===== src/rtl/rt_tx_device_pkg.sv =====
// Shared definitions for the MKIO remote-terminal transmit and receive devices.
// Contents: responder state encoding, status-word field positions, the sync-type
// codes driven on tx_cd, and a helper that assembles a status word.
package rt_tx_device_pkg;

    typedef enum logic [2:0] {
        ST_IDLE      = 3'd0,
        ST_LOAD_OS   = 3'd1,
        ST_SEND      = 3'd2,
        ST_WAIT_RISE = 3'd3,
        ST_WAIT_FALL = 3'd4,
        ST_FETCH     = 3'd5,
        ST_LATCH     = 3'd6,
        ST_END       = 3'd7
    } rt_state_e;

    // Status word layout: terminal address in the top five bits, message
    // error flag right below it, all other flags zero.
    localparam int STAT_ADDR_MSB = 15;
    localparam int STAT_ADDR_LSB = 11;
    localparam int STAT_ERR_BIT  = 10;

    localparam logic CD_CMD_SYNC  = 1'b0;
    localparam logic CD_DATA_SYNC = 1'b1;

    function automatic logic [15:0] make_status(input logic [4:0] addr, input logic err);
        logic [15:0] w;
        w = '0;
        w[STAT_ADDR_MSB:STAT_ADDR_LSB] = addr;
        w[STAT_ERR_BIT] = err;
        return w;
    endfunction

endpackage


===== src/rtl/rt_tx_buffer.sv =====
// 32x16 simple dual-port buffer for the transmit subaddress.
// One clock, one write port, one read port with a registered output
// (rd_data shows mem[rd_addr] one clock after rd_addr is presented).
// Ports:
//   clk      system clock
//   wr_en    write strobe, already gated by the parent
//   wr_addr  write address
//   wr_data  write data
//   rd_addr  read address
//   rd_data  registered read data
module rt_tx_buffer (
    input  logic        clk,
    input  logic        wr_en,
    input  logic [4:0]  wr_addr,
    input  logic [15:0] wr_data,
    input  logic [4:0]  rd_addr,
    output logic [15:0] rd_data
);

    logic [15:0] mem [32];

    // No reset: buffer contents survive a link reset.
    always_ff @(posedge clk) begin
        if (wr_en) begin
            mem[wr_addr] <= wr_data;
        end
        rd_data <= mem[rd_addr];
    end

endmodule


===== src/rtl/rt_tx_device.sv =====
// MKIO remote-terminal transmit-subaddress responder.
// On start it sends the status word, then buffer[0..N-1] (N = cmd_word[4:0],
// 0 meaning 32) to the channel encoder, one word per tx_ready/tx_busy handshake.
// Ports:
//   clk, reset           system clock, asynchronous active-low reset
//   start, cmd_word      decoded transmit command for this terminal
//   cmd_error            command parity/format error, sampled with start
//   wr_en/addr/data      host buffer write port, ignored while busy
//   tx_data, tx_cd       word and sync type to the encoder
//   tx_ready             word-valid strobe to the encoder
//   tx_busy              encoder serialising a word
//   busy                 message in progress
//   done, timeout_err    one-clock completion / encoder-timeout pulses
//
// state      | meaning
// -----------+-----------------------------------------------------------
// IDLE       | waiting for start, host may write the buffer
// LOAD_OS    | load status word into tx_data, rewind read address
// SEND       | hold tx_ready high for READY_CYCLES clocks
// WAIT_RISE  | wait for encoder to go busy, bounded by BUSY_TIMEOUT
// WAIT_FALL  | wait for encoder to finish the word
// FETCH      | present read address to the buffer
// LATCH      | capture buffer output as the next data word
// END        | pulse done, back to IDLE
module rt_tx_device
    import rt_tx_device_pkg::*;
#(
    parameter logic [4:0] ADDRESS      = 5'd1,
    parameter int         READY_CYCLES = 3,
    parameter logic [7:0] BUSY_TIMEOUT = 8'd64
) (
    input  logic        clk,
    input  logic        reset,
    input  logic        start,
    input  logic [15:0] cmd_word,
    input  logic        cmd_error,
    input  logic        wr_en,
    input  logic [4:0]  wr_addr,
    input  logic [15:0] wr_data,
    output logic [15:0] tx_data,
    output logic        tx_cd,
    output logic        tx_ready,
    input  logic        tx_busy,
    output logic        busy,
    output logic        done,
    output logic        timeout_err
);

    localparam logic [7:0] READY_LOAD = 8'(READY_CYCLES - 1);

    rt_state_e   state, state_nxt;
    logic [4:0]  last_idx;
    logic        err_bit;
    logic [4:0]  rd_addr;
    logic [4:0]  word_idx;
    logic [7:0]  ready_cnt;
    logic [7:0]  tmo_cnt;
    logic [15:0] rd_data;
    logic        ready_tc;
    logic        tmo_tc;
    logic        last_word;
    logic        unused_cmd_bits;

    assign unused_cmd_bits = ^cmd_word[15:5];

    assign ready_tc  = (ready_cnt == 8'd0);
    assign tmo_tc    = (tmo_cnt == 8'd0);
    // The status word goes out with command sync, so it never ends a message.
    assign last_word = (tx_cd == CD_DATA_SYNC) && (word_idx == last_idx);

    rt_tx_buffer u_buffer (
        .clk     (clk),
        .wr_en   (wr_en & ~busy),
        .wr_addr (wr_addr),
        .wr_data (wr_data),
        .rd_addr (rd_addr),
        .rd_data (rd_data)
    );

    always_ff @(posedge clk or negedge reset) begin
        if (!reset) begin
            state <= ST_IDLE;
        end else begin
            state <= state_nxt;
        end
    end

    always_comb begin
        state_nxt = state;
        tx_ready  = 1'b0;
        busy      = 1'b1;
        done      = 1'b0;
        case (state)
            ST_IDLE: begin
                busy = 1'b0;
                if (start) begin
                    state_nxt = ST_LOAD_OS;
                end
            end
            ST_LOAD_OS: state_nxt = ST_SEND;
            ST_SEND: begin
                tx_ready = 1'b1;
                if (ready_tc) begin
                    state_nxt = ST_WAIT_RISE;
                end
            end
            ST_WAIT_RISE: begin
                if (tx_busy) begin
                    state_nxt = ST_WAIT_FALL;
                end else if (tmo_tc) begin
                    state_nxt = ST_IDLE;
                end
            end
            ST_WAIT_FALL: begin
                if (!tx_busy) begin
                    state_nxt = last_word ? ST_END : ST_FETCH;
                end
            end
            ST_FETCH: state_nxt = ST_LATCH;
            ST_LATCH: state_nxt = ST_SEND;
            ST_END: begin
                busy      = 1'b0;
                done      = 1'b1;
                state_nxt = ST_IDLE;
            end
            default: state_nxt = ST_IDLE;
        endcase
    end

    always_ff @(posedge clk or negedge reset) begin
        if (!reset) begin
            tx_data     <= '0;
            tx_cd       <= CD_CMD_SYNC;
            timeout_err <= 1'b0;
            last_idx    <= '0;
            err_bit     <= 1'b0;
            rd_addr     <= '0;
            word_idx    <= '0;
            ready_cnt   <= '0;
            tmo_cnt     <= '0;
        end else begin
            timeout_err <= (state == ST_WAIT_RISE) && !tx_busy && tmo_tc;
            case (state)
                ST_IDLE: begin
                    if (start) begin
                        // N of 0 means 32 words; the 5-bit wrap gives 31.
                        last_idx <= cmd_word[4:0] - 5'd1;
                        err_bit  <= cmd_error;
                    end
                end
                ST_LOAD_OS: begin
                    tx_data   <= make_status(ADDRESS, err_bit);
                    tx_cd     <= CD_CMD_SYNC;
                    rd_addr   <= '0;
                    word_idx  <= '0;
                    ready_cnt <= READY_LOAD;
                end
                ST_SEND: begin
                    if (!ready_tc) begin
                        ready_cnt <= ready_cnt - 8'd1;
                    end else begin
                        tmo_cnt <= BUSY_TIMEOUT - 8'd1;
                    end
                end
                ST_WAIT_RISE: begin
                    if (!tx_busy && !tmo_tc) begin
                        tmo_cnt <= tmo_cnt - 8'd1;
                    end
                end
                ST_LATCH: begin
                    tx_data   <= rd_data;
                    tx_cd     <= CD_DATA_SYNC;
                    word_idx  <= rd_addr;
                    rd_addr   <= rd_addr + 5'd1;
                    ready_cnt <= READY_LOAD;
                end
                default: ;
            endcase
        end
    end

endmodule


===== config.mk =====
export PLATFORM = sky130hd
export DESIGN_NAME = rt_tx_device
export DESIGN_NICKNAME = d
export VERILOG_FILES = /design/src/rtl/rt_tx_device_pkg.sv /design/src/rtl/rt_tx_buffer.sv /design/src/rtl/rt_tx_device.sv
export SDC_FILE = /design/constraint.sdc
export NUM_CORES = 1
export LEC_CHECK = 0
export ABC_AREA = 1
export CAP_MARGIN = 20
export CORE_MARGIN = 1.5
export CORE_UTILIZATION = 60
export DETAILED_ROUTE_END_ITERATION = 7
export MAX_ROUTING_LAYER = met4
export PLACE_DENSITY = 0.87
export SLEW_MARGIN = 20
export SYNTH_ARGS = -nofsm -noshare
export SYNTH_HDL_FRONTEND = slang
export SYNTH_SLANG_ARGS = --single-unit

===== constraint.sdc =====
create_clock -name clk -period 2.4 [get_ports clk]
set_input_delay 0.36 -clock clk [delete_from_list [all_inputs] [get_ports clk]]
set_output_delay 0.36 -clock clk [all_outputs]
set_load 0.02 [all_outputs]

==> PnR_summary.wiki, run 1 <==
{| class="wikitable"
! Metric !! Value
|-
| Result of the run || finished, final reports clean
|-
| Combined area of all synthesized cells || between 20000 and 25000 um^2
|-
| Via count of the routed design || between 15000 and 20000
|-
| Number of nets in the layout || 2213
|-
| Starting DRT DRC Count || ~2300
|-
| Part of the cycle the worst path needs || a little over nine tenths
|-
| Static Leakage || a little over 0.01 uW
|-
| Clock Skews || ~21 ps
|-
| Worst reg-to-reg path cell count || 8
|-
| Clock root buffer || sky130_fd_sc_hd__clkbuf_16
|-
| Worst path bufs/invs || 1
|-
| RR Startpoint || state[1]
|-
| Critical path startpoint || state[1]
|-
| Synth top area share || 64.85%
|-
| Count of standard-cell rows || ~70
|-
| Antenna violation net count after detailed routing || 0
|-
| Post-CTS repair timing setup buffer count || 0
|-
| Slowest stage cell on the critical path || sky130_fd_sc_hd__dfrtp_1
|-
| Post-synthesis sequential element count || ~580
|-
| Max-Cap Viols || 0
|-
| Final worst slack || approximately 37 ps
|-
| Final-report max-slew violation count || 0
|-
| Total die area || around 40000 um^2
|-
| Number of clock sinks || between 500 and 600
|-
| IO Port Bufs || 52
|-
| Synth area leader || sky130_fd_sc_hd__edfxtp_1
|-
| Finished Cell Area || between 20000 and 30000 um^2
|-
| Area added between synthesis and finish || 14.47%
|-
| Worst IR Drop VDD || ~760 uV
|-
| Half-perimeter wire length after placement || roughly 34000 um
|-
| Crit. End Element || register
|-
| Standard cell area after detailed placement || 25350 um^2
|-
| Crit path max fanout || 16
|-
| Sequential share of the synthesized area || about 72%
|-
| Chip Height || just over 200 um
|-
| CTS Buffer Depth || 3
|-
| Worst setup path category || register to register
|-
| Syn_area_per_cell || ~11 um^2
|-
| Critical Path Max Stage Delay || 440 ps
|-
| Worst rel slew slack || approximately 58%
|-
| Floorplan Core Area || 38830 um^2
|-
| Total power of the final layout || between 20000 and 30000 uW
|-
| H-tree levels || 2
|-
| Antenna violations before repair || 2
|-
| Post-route worst hold slack || approximately 290 ps
|-
| First-pass GRT wire length || roughly 90000 um
|-
| Startpoint class of the critical path || register
|-
| Final GP Congestion || 0.9264
|-
| WP data arrival || about 2700 ps
|-
| Total power density per cell area || 1012 nW/um^2
|-
| Count of yosys warnings during synthesis || 0
|-
| Maximum number of pins on one net before global-route repair || 70
|-
| Endpoint of the worst-slack reg-to-reg timing path || u_buffer.mem[21][15]
|-
| Setup crit end || u_buffer.mem[21][15]
|-
| Sum Neg Setup Slack || 0 ps
|-
| Minimum setup slack among reg-to-reg paths || between 30 and 40 ps
|-
| Filler Cells Inserted || around 2400
|-
| Source-to-sink clock delay at the later pin of the worst-skew pair || around 630 ps
|-
| Initial standard-cell utilization of the core || about three fifths
|-
| Layout cells sized above 1 || around 9%
|-
| Final wirelength || 58810 um
|-
| Number of setup violations in the final report || 0
|-
| Average detailed-routed wire length per instance || 21.53 um
|-
| # IOs || 64
|-
| Dominant delay contributor by cell family on the critical path || simple AND/OR/NAND/NOR gates
|-
| Transition at the pin with the smallest max-transition slack || slightly above 600 ps
|-
| First drt pass iteration count || 8
|-
| Cell depth of the worst setup path || 8
|-
| Final Hold Viols || 0
|-
| Horiz. Die Dim || 201.8 um
|-
| Leftover overflow at the end of global routing || 0
|-
| DR DRC count || 0
|-
| HP Class || input port to asynchronous set/reset pin
|-
| Pre-CTS WS || 155.7 ps
|-
| Clock transition at the registers of the reported paths || 60 ps
|-
| CTS tree || done
|-
| Data required time at the worst endpoint || between 2000 and 3000 ps
|-
| Mapped Nets || 2132
|-
| Top cells by area in the synthesized netlist || sky130_fd_sc_hd__edfxtp_1 65%, sky130_fd_sc_hd__nand2_1 12%, sky130_fd_sc_hd__nand3_1 8.5%
|-
| Per-cell via count in the routed design || slightly above 6
|-
| Number of cells produced by synthesis || ~2100
|-
| Overall global routing resource usage || a little under a third
|-
| Vias in the first global route || ~17000
|-
| Number of clock buffers inserted by TritonCTS || 55
|-
| RSZ-0062 raised after global routing || true
|-
| Max Clk Rate || ~0.42 GHz
|-
| Final critical delay including setup and external delays || 2363 ps
|-
| Library cells used by synthesis || 37
|-
| List of cells traversed by the critical path || nor2_2 > nand2_1 > o21ai_1 > nand2_1 > nor2_2 > nand3_1 > nor2_1 > buf_6
|}
## layout make-up
cell class | instances | area [um^2] | share of cell area (%)
antenna | 2 | 5.005 | 0.01844
clock buffer | 69 | 1490 | 5.491
clock inverter | 35 | 272.8 | 1.005
inverter | 45 | 176.4 | 0.6501
multi-input combinational | 1342 | 5913 | 21.79
sequential | 581 | 17030 | 62.76
tap | 518 | 648.1 | 2.388
timing repair buffer | 139 | 1602 | 5.901
## routing by layer
metal | wire length, um | track usage, %
met1 | 20650 | 36.37
met4 | 3572 | 17.11
met3 | 5569 | 5.224
met2 | 29010 | 48.44
met5 | 0 | -
## report_power, final
group	total, uW	internal [uW]	switching [uW]
combinational	7140	2180	4950
sequential	11900	11500	344
clock	8460	4660	3800
## registers in the layout, indices dropped and copies added (netlist names)
signal            count
last_idx              5
u_buffer.mem        512
ready_cnt             8
word_idx              5
state                 3
u_buffer.rd_data     16
err_bit               1
tmo_cnt               8
tx_cd                 1
rd_addr               5
timeout_err           1
tx_data              16
## cell usage in the layout (no fill, tap or decap), types with 3 or more instances in the layout
master,Yosys,final
sky130_fd_sc_hd__clkdlybuf4s50_1,0,49
sky130_fd_sc_hd__clkbuf_16,0,55
sky130_fd_sc_hd__clkinv_1,1,10
sky130_fd_sc_hd__buf_4,18,51
sky130_fd_sc_hd__clkbuf_1,19,7
sky130_fd_sc_hd__clkbuf_8,0,6
sky130_fd_sc_hd__nand4_1,7,7
sky130_fd_sc_hd__dfxtp_1,16,16
sky130_fd_sc_hd__buf_12,0,34
sky130_fd_sc_hd__a21oi_1,7,7
sky130_fd_sc_hd__edfxtp_1,512,512
sky130_fd_sc_hd__nor3_1,4,4
sky130_fd_sc_hd__nand2_2,4,4
sky130_fd_sc_hd__dfrtp_1,53,49
sky130_fd_sc_hd__nor2_4,4,4
sky130_fd_sc_hd__nand2_1,774,774
sky130_fd_sc_hd__inv_1,42,40
sky130_fd_sc_hd__nor2_2,2,5
sky130_fd_sc_hd__xor2_1,11,11
sky130_fd_sc_hd__a22o_1,14,14
sky130_fd_sc_hd__nor2_1,60,57
sky130_fd_sc_hd__inv_6,0,3
sky130_fd_sc_hd__ha_1,6,6
sky130_fd_sc_hd__nand3_1,403,403
sky130_fd_sc_hd__o21ai_0,32,32
sky130_fd_sc_hd__clkinv_2,0,15
## cell families after synthesis
kind of cell / count (synthesis) / synth area share, %
and+or+nand+nor: 1261 / 22.42
DFF: 581 / 71.80
buffers and inverters: 160 / 3.293
AOI/OAI and AO/OA: 62 / 1.694
xor gates and xnor gates: 13 / 0.4803
adders and majority gates: 6 / 0.3166
## Yosys cell counts, drive strengths merged
master	number
nand2	778
edfxtp	512
nand3	403
buf	96
nor2	66
dfrtp	53
inv	44
o21ai	34
clkbuf	19
dfxtp	16
a22o	14
xor2	11
a21oi	7
nand4	7
ha	6
nor3	4
xnor2	2
and2	1
clkinv	1
nand3b	1
nor3b	1
o211ai	1
o21bai	1
o221ai	1
o22a	1
o22ai	1
o31ai	1
o32ai	1
## per-stage QoR
stage / utilization (%) / instances
CTS: 69.86 / 2729
detailed placement: 65.28 / 2624
floorplan: - / 2083
global placement: 65.28 / 2624
finish: 69.90 / 2731
global route: 69.90 / 2731
## worst min-delay path by stage
stage / from / to / slack, ps / cells past startpoint
floorplan: reset / err_bit / 60 / 0
global placement: reset / ready_cnt[7] / 400 / 1
detailed placement: reset / ready_cnt[5] / 400 / 1
CTS: reset / ready_cnt[7] / 300 / 2
global route: reset / ready_cnt[7] / 340 / 2
finish: reset / ready_cnt[5] / 290 / 2
## repair_timing
| item | 4_1_cts | 5_1_grt |
|---|---|---|
| endpoints found under the hold margin | 23 | 0 |
| resized for setup | 4 | 3 |
| hold buffers | 1 | 0 |
| endpoints found under the setup margin | 2 | 145 |
(Power assumes the default switching activity.)
==> run 2, diff against run 1 <==
ABC_AREA = 0   (was 1)
SLEW_MARGIN = 25   (was 20)
==> run 2 against run 1 <==
Effect of this change: register-to-register slack improved by 70 ps; critical path type unchanged; combinational power fell by 12%; synthesized cell count shrank 34%; flip-flop and latch count unchanged; area after synthesis is 3.5% lower; count of clock-buffer cells in the layout is 3 lower; clock skew about the same.
==> PnR_summary.wiki, run 2 <==
{| class="wikitable"
! Metric !! Value
|-
| Horiz. Die Dim || 198.2 um (-1.8%)
|-
| Final critical delay including setup and external delays || 2290 ps (-73.10 ps)
|-
| Vias in the first global route || 13520 (-19%)
|-
| Antenna violations before repair || 1 (-1)
|-
| Most frequent cells in the layout || 512 x sky130_fd_sc_hd__edfxtp_1, 258 x sky130_fd_sc_hd__mux2i_1, 74 x sky130_fd_sc_hd__buf_4
|-
| Result of the run || finished, final reports clean
|-
| Library cells used by synthesis || 51 (+38%)
|-
| Number of enable flip-flop cells after synthesis || 512 (unchanged)
|-
| Overall global routing resource usage || 29.07% (-1.1 points)
|-
| Average detailed-routed wire length per instance || 26.01 um (+21%)
|-
| Data required time at the worst endpoint || 2670 ps (-60 ps)
|-
| Most common flop cell mapped by yosys || sky130_fd_sc_hd__edfxtp_1
|-
| Number of clock sinks || 581 (unchanged)
|-
| First-pass GRT wire length || 80700 um (-11%)
|-
| Total power of the final layout || 27360 uW (-0.41%)
|-
| First drt pass iteration count || 7 (-1)
|-
| Part of the cycle the worst path needs || 95.40% (-3.0 points)
|-
| Filler Cells Inserted || 2143 (-12%)
|-
| Cell depth of the worst setup path || 7 (-1)
|-
| Via count of the routed design || 13380 (-20%)
|-
| Area added between synthesis and finish || 17.19%
|-
| Most common cell after layout, fill and taps aside || sky130_fd_sc_hd__edfxtp_1
|-
| Total die area || 39300 um^2 (-3.5%)
|-
| Count leader, synth || sky130_fd_sc_hd__edfxtp_1
|-
| Largest registers || u_buffer.mem: 512 flops, tx_data: 16 flops, u_buffer.rd_data: 16 flops
|-
| Antenna violation net count after detailed routing || 0 (unchanged)
|-
| Mapped Nets || 1430 (-33%)
|-
| Number of clock buffers inserted by TritonCTS || 55 (unchanged)
|-
| Leftover overflow at the end of global routing || 0 (unchanged)
|-
| Number of setup violations in the final report || 0 (unchanged)
|-
| Endpoint of the worst-slack reg-to-reg timing path || u_buffer.mem[26][5]
|-
| Combined area of all synthesized cells || 22870 um^2 (-3.5%)
|-
| Synth top area share || 67.22% (+2.4 points)
|-
| H-tree levels || 2 (unchanged)
|-
| Commonest cells in the synthesized netlist || 512 x sky130_fd_sc_hd__edfxtp_1, 258 x sky130_fd_sc_hd__mux2i_1, 64 x sky130_fd_sc_hd__a22oi_1
|-
| Source-to-sink clock delay at the later pin of the worst-skew pair || 600 ps (-30 ps)
|-
| RR Startpoint || state[0]
|-
| Count of standard-cell rows || 71 (-1.4%)
|-
| Part of the total power dissipated in sequential elements || 43.4% (+0.2 points)
|-
| Max Clk Rate || 0.4368 GHz (+3.2%)
|-
| Register with the most flip-flops || u_buffer.mem
|-
| Synth area leader || sky130_fd_sc_hd__edfxtp_1
|-
| Switching part of the total || 28.14% (-5.0 points)
|-
| Final GP Congestion || 0.8673 (-6.4%)
|-
| Max-Cap Viols || 0 (unchanged)
|-
| Worst reg-to-reg path cell count || 7 (-1)
|-
| Crit path max fanout || 9 (-7)
|-
| Final-report max-slew violation count || 0 (unchanged)
|-
| Critical Path Max Stage Delay || 470 ps (+30 ps)
|-
| Top cells by area in the synthesized netlist || sky130_fd_sc_hd__edfxtp_1 67%, sky130_fd_sc_hd__mux2i_1 11%, sky130_fd_sc_hd__dfrtp_1 5.8%
|-
| Sequential share of the synthesized area || 74.42% (+2.6 points)
|-
| Worst IR Drop VDD || 716.0 uV (-5.9%)
|-
| Maximum number of pins on one net before global-route repair || 43 (-39%)
|-
| DR DRC count || 0 (unchanged)
|-
| Number of nets in the layout || 1570 (-29%)
|-
| Count of yosys warnings during synthesis || 0 (unchanged)
|-
| Clock transition at the registers of the reported paths || 60 ps (about the same)
|-
| Clock Skews || 20.80 ps (-0.4076 ps)
|-
| List of cells traversed by the critical path || nor3_1 > nor2_1 > nor3b_2 > buf_4 > nand3_1 > nor2_1 > buf_4
|-
| Clock root buffer || sky130_fd_sc_hd__clkbuf_16
|-
| Worst path bufs/invs || 2 (+1)
|-
| Chip Height || 198.2 um (-1.8%)
|-
| Crit. End Element || register
|-
| Final Hold Viols || 0 (unchanged)
|-
| Max FFs per register || 512 (unchanged)
|-
| Layout cells sized above 1 || 13.97% (+5.0 points)
|-
| Reported net switching power || 7701 uW (-15%)
|-
| Worst setup path category || register to register
|-
| Syn_area_per_cell || 16.56 um^2 (+46%)
|-
| Half-perimeter wire length after placement || 30780 um (-9.3%)
|-
| WP data arrival || 2560 ps (-130 ps)
|-
| Transition at the pin with the smallest max-transition slack || 634.1 ps (+12.09 ps)
|-
| Power share of the clock group || 33.7% (+2.9 points)
|-
| Number of standard cells in the layout, taps in and fillers out || 2081 (-24%)
|-
| Number of cells produced by synthesis || 1381 (-34%)
|-
| Fraction of registers with async set or reset after synthesis || 9.122% (unchanged)
|-
| Slowest stage cell on the critical path || sky130_fd_sc_hd__dfrtp_1
|-
| Worst rel slew slack || 57.38% (-1.0 points)
|-
| Post-synthesis sequential element count || 581 (unchanged)
|-
| CTS tree || done
|-
| Startpoint class of the critical path || register
|-
| CTS Buffer Depth || 3 (unchanged)
|-
| Number of cells after detailed placement || 1974 (-25%)
|-
| RSZ-0062 raised after global routing || true
|-
| Internal power || 19660 uW (+7.0%)
|-
| Initial standard-cell utilization of the core || 60.86% (-0.20 points)
|-
| Minimum setup slack among reg-to-reg paths || 110 ps (+70 ps)
|-
| Final wirelength || 54130 um (-8.0%)
|-
| Combinational Power Share || 22.9% (-3.1 points)
|-
| IO Port Bufs || 52 (unchanged)
|-
| Static Leakage || 0.008830 uW (-14%)
|-
| Total power density per cell area || 1021 nW/um^2 (+0.84%)
|-
| Starting DRT DRC Count || 1592 (-30%)
|-
| Floorplan Core Area || 37580 um^2 (-3.2%)
|-
| Per-cell via count in the routed design || 6.427 (+5.1%)
|-
| Final Util || 71.33% (+1.4 points)
|-
| HP Class || input port to asynchronous set/reset pin
|-
| Post-CTS repair timing setup buffer count || 0 (unchanged)
|-
| # IOs || 64 (unchanged)
|-
| Dominant delay contributor by cell family on the critical path || simple AND/OR/NAND/NOR gates
|}
[run 2: final cells by class]
class                      instances  area [um^2]  area share, %
multi-input combinational        713         5424          20.24
clock buffer                      66         1490          5.560
antenna                            2        5.005        0.01867
clock inverter                    38        454.2          1.695
inverter                           8        30.03         0.1120
sequential                       581        17030          63.52
timing repair buffer             162         1735          6.475
tap                              511        639.4          2.385
[run 2: logic make-up (layout without fill, tap and decap cells)]
kind of cell / Yosys count / in the layout / share of synthesized area (%)
other cells: 0 / 2 / 0
compound gates: 204 / 204 / 6.335
buf+inv: 87 / 274 / 1.975
mux: 259 / 259 / 11.34
flops: 581 / 581 / 74.42
xor+xnor: 17 / 17 / 0.6511
fa+ha+maj: 6 / 6 / 0.3282
simple gates: 227 / 227 / 4.946
[run 2: worst max path at each step]
stage                           from                  end  slack (ps)
final                       state[0]  u_buffer.mem[26][5]         110
after global routing        state[0]  u_buffer.mem[26][5]         -50
after CTS                   state[0]                 done         110
after detailed placement  wr_addr[2]  u_buffer.mem[28][0]         130
after global placement    wr_addr[2]  u_buffer.mem[28][6]         200
after floorplan             state[0]  u_buffer.mem[16][0]        -190
[run 2: metrics by stage]
step           area (um^2)  TNS (ps)  setup WS [ps]  hold WS, ps
6_report             26800         0          110.5        261.1
5_1_grt              26800    -711.3         -49.57        306.8
4_1_cts              26780         0          109.7        252.0
3_5_place_dp         24830         0          132.5        310.0
3_3_place_gp         24830         0          203.7        307.5
2_1_floorplan        22880    -41150         -194.7        64.41
[run 2: timing repair]
action                                  in CTS  in global routing
resized for setup                            2                  5
hold buffers                                 1                  0
endpoints found under the setup margin       2                 90
pin swaps                                    0                  0
endpoints found under the hold margin       18                  0
[run 2: power by group through the flow]
stage                     clock network [uW]  logic, uW  registers (uW)
after CTS                               9320       6190           11900
after detailed placement                   0       6130           12100
final                                   9230       6260           11900
after global placement                     0       5890           12000
after floorplan                            0       3970           12000
after global routing                    9680       6630           11900
[run 2: worst register-to-register path, cell delays in order (launching register included)]
cell	delay [ps]
sky130_fd_sc_hd__dfrtp_1	470
sky130_fd_sc_hd__nor3_1	280
sky130_fd_sc_hd__nor2_1	100
sky130_fd_sc_hd__nor3b_2	250
sky130_fd_sc_hd__buf_4	230
sky130_fd_sc_hd__nand3_1	170
sky130_fd_sc_hd__nor2_1	230
sky130_fd_sc_hd__buf_4	250
[run 2: layer usage]
| layer | part of all wire (%) | global-route usage [%] | vias up | wire length [um] |
|---|---|---|---|---|
| met5 | 0 | - | - | 0 |
| met4 | 4.9 | 13.99 | 0 | 2675 |
| met3 | 9.2 | 4.377 | 177 | 4997 |
| met2 | 50 | 47.47 | 854 | 26900 |
| met1 | 36 | 35.89 | 6661 | 19550 |
| li1 | - | - | 5683 | - |
==> run 3, diff against run 2 <==
CORE_UTILIZATION = 40   (was 60)
PLACE_DENSITY = 0.65   (was 0.87)
==> run 3 against run 2 <==
Effect of this change: critical path type unchanged; via count down 6.3%; clock skew hardly changed; sequential share of layout area decreased by 0.93 points; die area rose by 49%; non-clock buffer count increased by 20; critical path depth shrank 1; largest power group unchanged; cell count is 13% higher; flip-flop and latch count unchanged; utilization decreased by 23 points; first-iteration DRC count fell by 31%; design area is 1.5% higher.
==> PnR_summary.wiki, run 3 (synthesis gave the netlist of run 2 again) <==
{| class="wikitable"
! Metric !! Value
|-
| Startpoint class of the critical path || register
|-
| Crit path max fanout || 21 (+12)
|-
| Reported net switching power || 7549 uW (-2.0%)
|-
| Minimum setup slack among reg-to-reg paths || 210 ps (+100 ps)
|-
| IO Port Bufs || 52 (unchanged)
|-
| Worst setup path category || register to register
|-
| Sum Neg Setup Slack || 0 ps (unchanged)
|-
| Clock root buffer || sky130_fd_sc_hd__clkbuf_16
|-
| Final wirelength || 52530 um (-2.9%)
|-
| Half-perimeter wire length after placement || 31620 um (+2.7%)
|-
| Worst reg-to-reg path cell count || 6 (-1)
|-
| Largest registers || u_buffer.mem: 512 flops, tx_data: 16 flops, u_buffer.rd_data: 16 flops
|-
| Horiz. Die Dim || 242.1 um (+22%)
|-
| Final GP Congestion || 0.7765 (-10%)
|-
| Combinational Power Share || 24.0% (+1.1 points)
|-
| DR DRC count || 0 (unchanged)
|-
| Critical path startpoint || rd_addr[1]
|-
| Number of nets in the layout || 1590 (+1.3%)
|-
| First drt pass iteration count || 5 (-2)
|-
| Number of clock buffers inserted by TritonCTS || 55 (unchanged)
|-
| Vias in the first global route || 12620 (-6.6%)
|-
| Static Leakage || 0.008836 uW (about the same)
|-
| Number of cells after detailed placement || 2239 (+13%)
|-
| Via count of the routed design || 12530 (-6.3%)
|-
| Total power of the final layout || 26890 uW (-1.7%)
|-
| Antenna violation net count after detailed routing || 0 (unchanged)
|-
| CTS tree || done
|-
| Power share of the clock group || 31.9% (-1.8 points)
|-
| Data required time at the worst endpoint || 2840 ps (+170 ps)
|-
| Endpoint of the worst-slack reg-to-reg timing path || u_buffer.rd_data[3]
|-
| Crit. End Element || register
|-
| Final critical delay including setup and external delays || 2186 ps (-103.1 ps)
|-
| HP Class || input port to asynchronous set/reset pin
|-
| Average detailed-routed wire length per instance || 22.41 um (-14%)
|-
| Most frequent cells in the layout || 512 x sky130_fd_sc_hd__edfxtp_1, 258 x sky130_fd_sc_hd__mux2i_1, 89 x sky130_fd_sc_hd__buf_4
|-
| Total die area || 58620 um^2 (+49%)
|-
| Antenna violations before repair || 3 (+2)
|-
| Starting DRT DRC Count || 1103 (-31%)
|-
| Worst IR Drop VDD || 639.5 uV (-11%)
|-
| Number of setup violations in the final report || 0 (unchanged)
|-
| Max FFs per register || 512 (unchanged)
|-
| Switching part of the total || 28.07% (-0.073 points)
|-
| Final-report max-slew violation count || 0 (unchanged)
|-
| Transition at the pin with the smallest max-transition slack || 564.0 ps (-70.07 ps)
|-
| Chip Height || 242.1 um (+22%)
|-
| Post-route worst hold slack || 211.5 ps (-49.67 ps)
|-
| First-pass GRT wire length || 78820 um (-2.3%)
|-
| Total power density per cell area || 988.7 nW/um^2 (-3.2%)
|-
| Part of the total power dissipated in sequential elements || 44.0% (+0.6 points)
|-
| Finished Cell Area || 27200 um^2 (+1.5%)
|-
| Setup crit end || u_buffer.rd_data[3]
|-
| Final Hold Viols || 0 (unchanged)
|-
| Internal power || 19340 uW (-1.6%)
|-
| H-tree levels || 2 (unchanged)
|-
| WP data arrival || 2620 ps (+60 ps)
|-
| Result of the run || finished, final reports clean
|-
| Most common cell after layout, fill and taps aside || sky130_fd_sc_hd__edfxtp_1
|-
| Number of clock sinks || 581 (unchanged)
|-
| Number of standard cells in the layout, taps in and fillers out || 2344 (+13%)
|-
| Maximum number of pins on one net before global-route repair || 73 (+70%)
|-
| Count of standard-cell rows || 87 (+23%)
|-
| Layout cells sized above 1 || 14.15% (+0.18 points)
|-
| Part of the cycle the worst path needs || 91.10% (-4.3 points)
|-
| Standard cell area after detailed placement || 25410 um^2 (+2.3%)
|-
| Initial standard-cell utilization of the core || 40.48% (-20 points)
|-
| # IOs || 64 (unchanged)
|-
| CTS Buffer Depth || 3 (unchanged)
|-
| Clock Skews || 21.06 ps (+0.2673 ps)
|-
| Max-Cap Viols || 0 (unchanged)
|-
| Worst rel slew slack || 62.09% (+4.7 points)
|-
| Register with the most flip-flops || u_buffer.mem
|-
| Leftover overflow at the end of global routing || 0 (unchanged)
|-
| RSZ-0062 raised after global routing || false
|-
| Overall global routing resource usage || 18.44% (-11 points)
|-
| Area added between synthesis and finish || 18.94%
|-
| Clock transition at the registers of the reported paths || 60 ps (about the same)
|-
| Max Clk Rate || 0.4574 GHz (+4.7%)
|-
| Floorplan Core Area || 56500 um^2 (+50%)
|-
| Per-cell via count in the routed design || 5.344 (-17%)
|-
| RR Startpoint || rd_addr[1]
|-
| Source-to-sink clock delay at the later pin of the worst-skew pair || 600 ps (about the same)
|}
## run 3: cell type report
type,instances,area [um^2]
antenna,5,12.51
clock buffer,71,1479
clock inverter,28,294.0
fill,4702,29290
inverter,8,30.03
multi-input combinational,713,5424
sequential,581,17030
tap,756,945.9
timing repair buffer,182,1992
## run 3: timing repair
item	4_1_cts	5_1_grt
buffers inserted	0	0
endpoints found under the setup margin	2	0
hold buffers	1	0
hold endpoints to repair	15	0
resized for setup	2	0
## run 3: metrics by stage
step | worst slack, ps | util, %
global route | 128.1 | 48.14
global placement | 106.0 | 44.98
finish | 213.6 | 48.15
floorplan | -194.7 | -
CTS | 193.6 | 48.13
detailed placement | 123.5 | 44.98
## run 3: worst min path at each step
stage	endpoint	slack (ps)
global placement	tx_data[10]	290
floorplan	err_bit	60
finish	state[2]	210
detailed placement	tx_cd	290
global route	state[2]	230
CTS	state[2]	200
## run 3: power by group through the flow
stage / Clock [uW] / Sequential, uW / Combinational, uW
final: 8580 / 11800 / 6470
after global routing: 9130 / 11900 / 6950
after CTS: 8730 / 11800 / 6480
after detailed placement: 0 / 12100 / 6470
after global placement: 0 / 12000 / 6380
after floorplan: 0 / 12000 / 3970
## run 3: critical path, cell delays in order (launching register included)
cell and delay, ps:
sky130_fd_sc_hd__dfrtp_1 550, sky130_fd_sc_hd__nor2b_4 230, sky130_fd_sc_hd__buf_12 200, sky130_fd_sc_hd__buf_4 270, sky130_fd_sc_hd__a22oi_1 140, sky130_fd_sc_hd__a31oi_1 420, sky130_fd_sc_hd__nand3_1 180
## run 3: metal layers
metal,GRT usage (%),wire length [um],up-vias
met1,25.13,23190,6295
met2,28.46,24740,402
met5,-,0,-
met4,5.533,1298,0
met3,3.080,3310,75
li1,-,-,5754
==> patch, RTL diff (config.mk and constraints of run 1) <==
The 8 states of `rt_state_e` get a one-hot encoding in 8 bits.
--- a/src/rtl/rt_tx_device_pkg.sv
+++ b/src/rtl/rt_tx_device_pkg.sv
@@ -4,13 +4,13 @@
 package rt_tx_device_pkg;
 
-    typedef enum logic [2:0] {
-        ST_IDLE      = 3'd0,
-        ST_LOAD_OS   = 3'd1,
-        ST_SEND      = 3'd2,
-        ST_WAIT_RISE = 3'd3,
-        ST_WAIT_FALL = 3'd4,
-        ST_FETCH     = 3'd5,
-        ST_LATCH     = 3'd6,
-        ST_END       = 3'd7
+    typedef enum logic [7:0] {
+        ST_IDLE      = 8'b00000001,
+        ST_LOAD_OS   = 8'b00000010,
+        ST_SEND      = 8'b00000100,
+        ST_WAIT_RISE = 8'b00001000,
+        ST_WAIT_FALL = 8'b00010000,
+        ST_FETCH     = 8'b00100000,
+        ST_LATCH     = 8'b01000000,
+        ST_END       = 8'b10000000
     } rt_state_e;
 
Function: no difference found for any inputs over 10 cycles, from zero or initial values and one cycle with reset low; not proved beyond that.
==> patch against run 1 <==
Clock skew is 0.0061 ns higher; critical endpoint is now u_buffer.mem[0][9]$_DFFE_PP_; critical path type unchanged; critical path depth grew 1; design area grew 1.3%; worst setup slack better by 0.036 ns; wire length increased by 2.7%; synthesized area up 2.2%; sequential cell count increased by 5; global-route usage up 0.21 points; synthesized cell count rose by 2.6%.
Power is not compared: it rests on default switching activity, and its combinational part moved more than twofold at a synthesized area within 25%.
==> patch: results (changes against run 1) <==
==========================================================================
Pin slew with the least headroom to its limit                     0.556 ns   -0.0658 ns
Placer Congestion                                                    0.946   +2.1%
Number of tap cells inserted                                           525   +1.4%
Length of routed wiring on met1                                   21100 um   +2.4%
Routed len/inst                                                    21.7 um   +0.63%
Amount of wire on met2 after detailed routing                     29000 um   +0.12%
Average via count per standard cell                                   6.08   -0.58%
Status                                                           completed
Leading post-synthesis cells by instance count                sky130_fd_sc_hd__nand2_1, sky130_fd_sc_hd__edfxtp_1, sky130_fd_sc_hd__nand3_1, sky130_fd_sc_hd__nor2_1, sky130_fd_sc_hd__dfrtp_1
Max clock buf depth                                                      3   unchanged
Non-clock buffering overhead in the final layout                    0.0572   -0.00177
Global Route met2 Usage                                              0.482   -0.00276
Pre-Repair DR Iteration Count                                            6   -2
Clock transition at path regs                                      0.06 ns   about the same
Sequential-to-total area share from yosys stat                       0.707   -0.0105
Layout net count                                                      2264   +2.3%
Share of the final layout cell area in multi-input gates             0.222   +0.00432
Routed wl met3                                                     6910 um   +24%
XOR/XNOR Fraction of Synth Area                                    0.00397   -0.000828
Clock buffer instance count of the final layout                         81   +17%
Non-CTS buffers                                                        137   -1.4%
Count of cells resized by post-cts repair                                7   +3
Post-CTS Repair Setup Buffers                                            3   +3
Invs w/o clock                                                          58   +29%
Post-placement worst setup slack                                  0.188 ns   +0.0323 ns
Multi-input combinational cell area                              6110 um^2   +3.3%
Area share of fa/ha/maj cells after synthesis                      0.00310   -0.0000693
Total global-route track usage                                       0.304   +0.00214
Nets in the synthesized netlist                                       2187   +2.6%
Post-DP Area                                                    25700 um^2   +1.3%
Async SR Flop Fraction                                              0.0990   +0.00775
Post-DP HPWL                                                      34300 um   +1.2%
Peak per-stage delay on the critical path                          0.42 ns   -0.02 ns
GR Util met1                                                         0.371   +0.00717
Wire length of the first global-routing pass                      92000 um   +2.0%
Synth Register Bits                                                    586   +0.86%
Fraction of layout instances using a drive strength above 1         0.0946   +0.00510
Diodes inserted                                                          1   -1
Dominant synthesized flop cell                                sky130_fd_sc_hd__edfxtp_1
Sequential cell area in the final layout                        17200 um^2   +0.74%
Biggest area contributors in the synthesized netlist          sky130_fd_sc_hd__edfxtp_1, sky130_fd_sc_hd__nand2_1, sky130_fd_sc_hd__nand3_1
Initial drt markers                                                   2549   +12%
WP data arrival                                                    2.63 ns   -0.06 ns
Number of distinct library cells after synthesis                        43   +16%
Number of global-route vias before repair                            16800   +0.60%
Largest clock skew in the final design                           0.0273 ns   +0.00606 ns
Fraction of the mapped netlist area in compound gates               0.0151   -0.00182
Initial antenna violation count                                          0   -2
Multi-input comb cells                                                1377   +2.6%
Global routing usage on met3                                        0.0611   +0.00882
Clock network share of area                                         0.0644   -0.000569
==========================================================================
patch: changes by cell type after synthesis, sizes merged, moves of 4 or more:
cell           run 1  this run
a21oi              7         3
clkbuf            19        13
dfrtp             53        57
nor2              66        75
nand4              7        11
o22ai              1         7
o21ai             34        23
nand3            403       408
buf               96       104
inv               44        57
nand2            778       808
patch: per-stage QoR:
step	total power, uW	TNS [ns]	hold slack [ns]	cells
CTS	22700	0	0.312	2785
global route	23400	-0.210	0.332	2786
floorplan	13500	0	0.0644	2138
finish	22700	0	0.294	2787
global placement	14200	0	0.381	2678
detailed placement	14300	0	0.398	2678
patch: worst reg2reg max path, delay by kind of cell, from the launching register on:
family	cells	cell delay, ns
flip-flops	1	0.42
buffers and inverters	3	0.54
AND/OR/NAND/NOR	6	1.06
patch: path summary, 6_finish.rpt:
| check | startpoint | endpoint | slack (ns) | depth (start not counted) |
|---|---|---|---|---|
| setup / recovery | state[2]$_DFFE_PN0P_ | u_buffer.mem[0][9]$_DFFE_PP_ | 0.07 | 9 |
| hold / removal | reset | tx_data[12]$_DFFE_PN0N_ | 0.29 | 3 |
| setup reg to reg | state[2]$_DFFE_PN0P_ | u_buffer.mem[0][9]$_DFFE_PP_ | 0.07 | 9 |
| hold reg to reg | u_buffer.rd_data[9]$_DFF_P_ | tx_data[9]$_DFFE_PN0N_ | 0.45 | 1 |
| max in group asynchronous | reset | state[0]$_DFFE_PN1P_ | 1.81 | 3 |
| min in group clk | cmd_error | err_bit$_DFFE_PN0P_ | 0.34 | 3 |
patch: power by group:
group          internal (uW)  switching [uW]  leakage, uW
clock                   4840            3650     0.000871
combinational            828            1810      0.00415
sequential             11400             208      0.00549
total                  17100            5670       0.0105
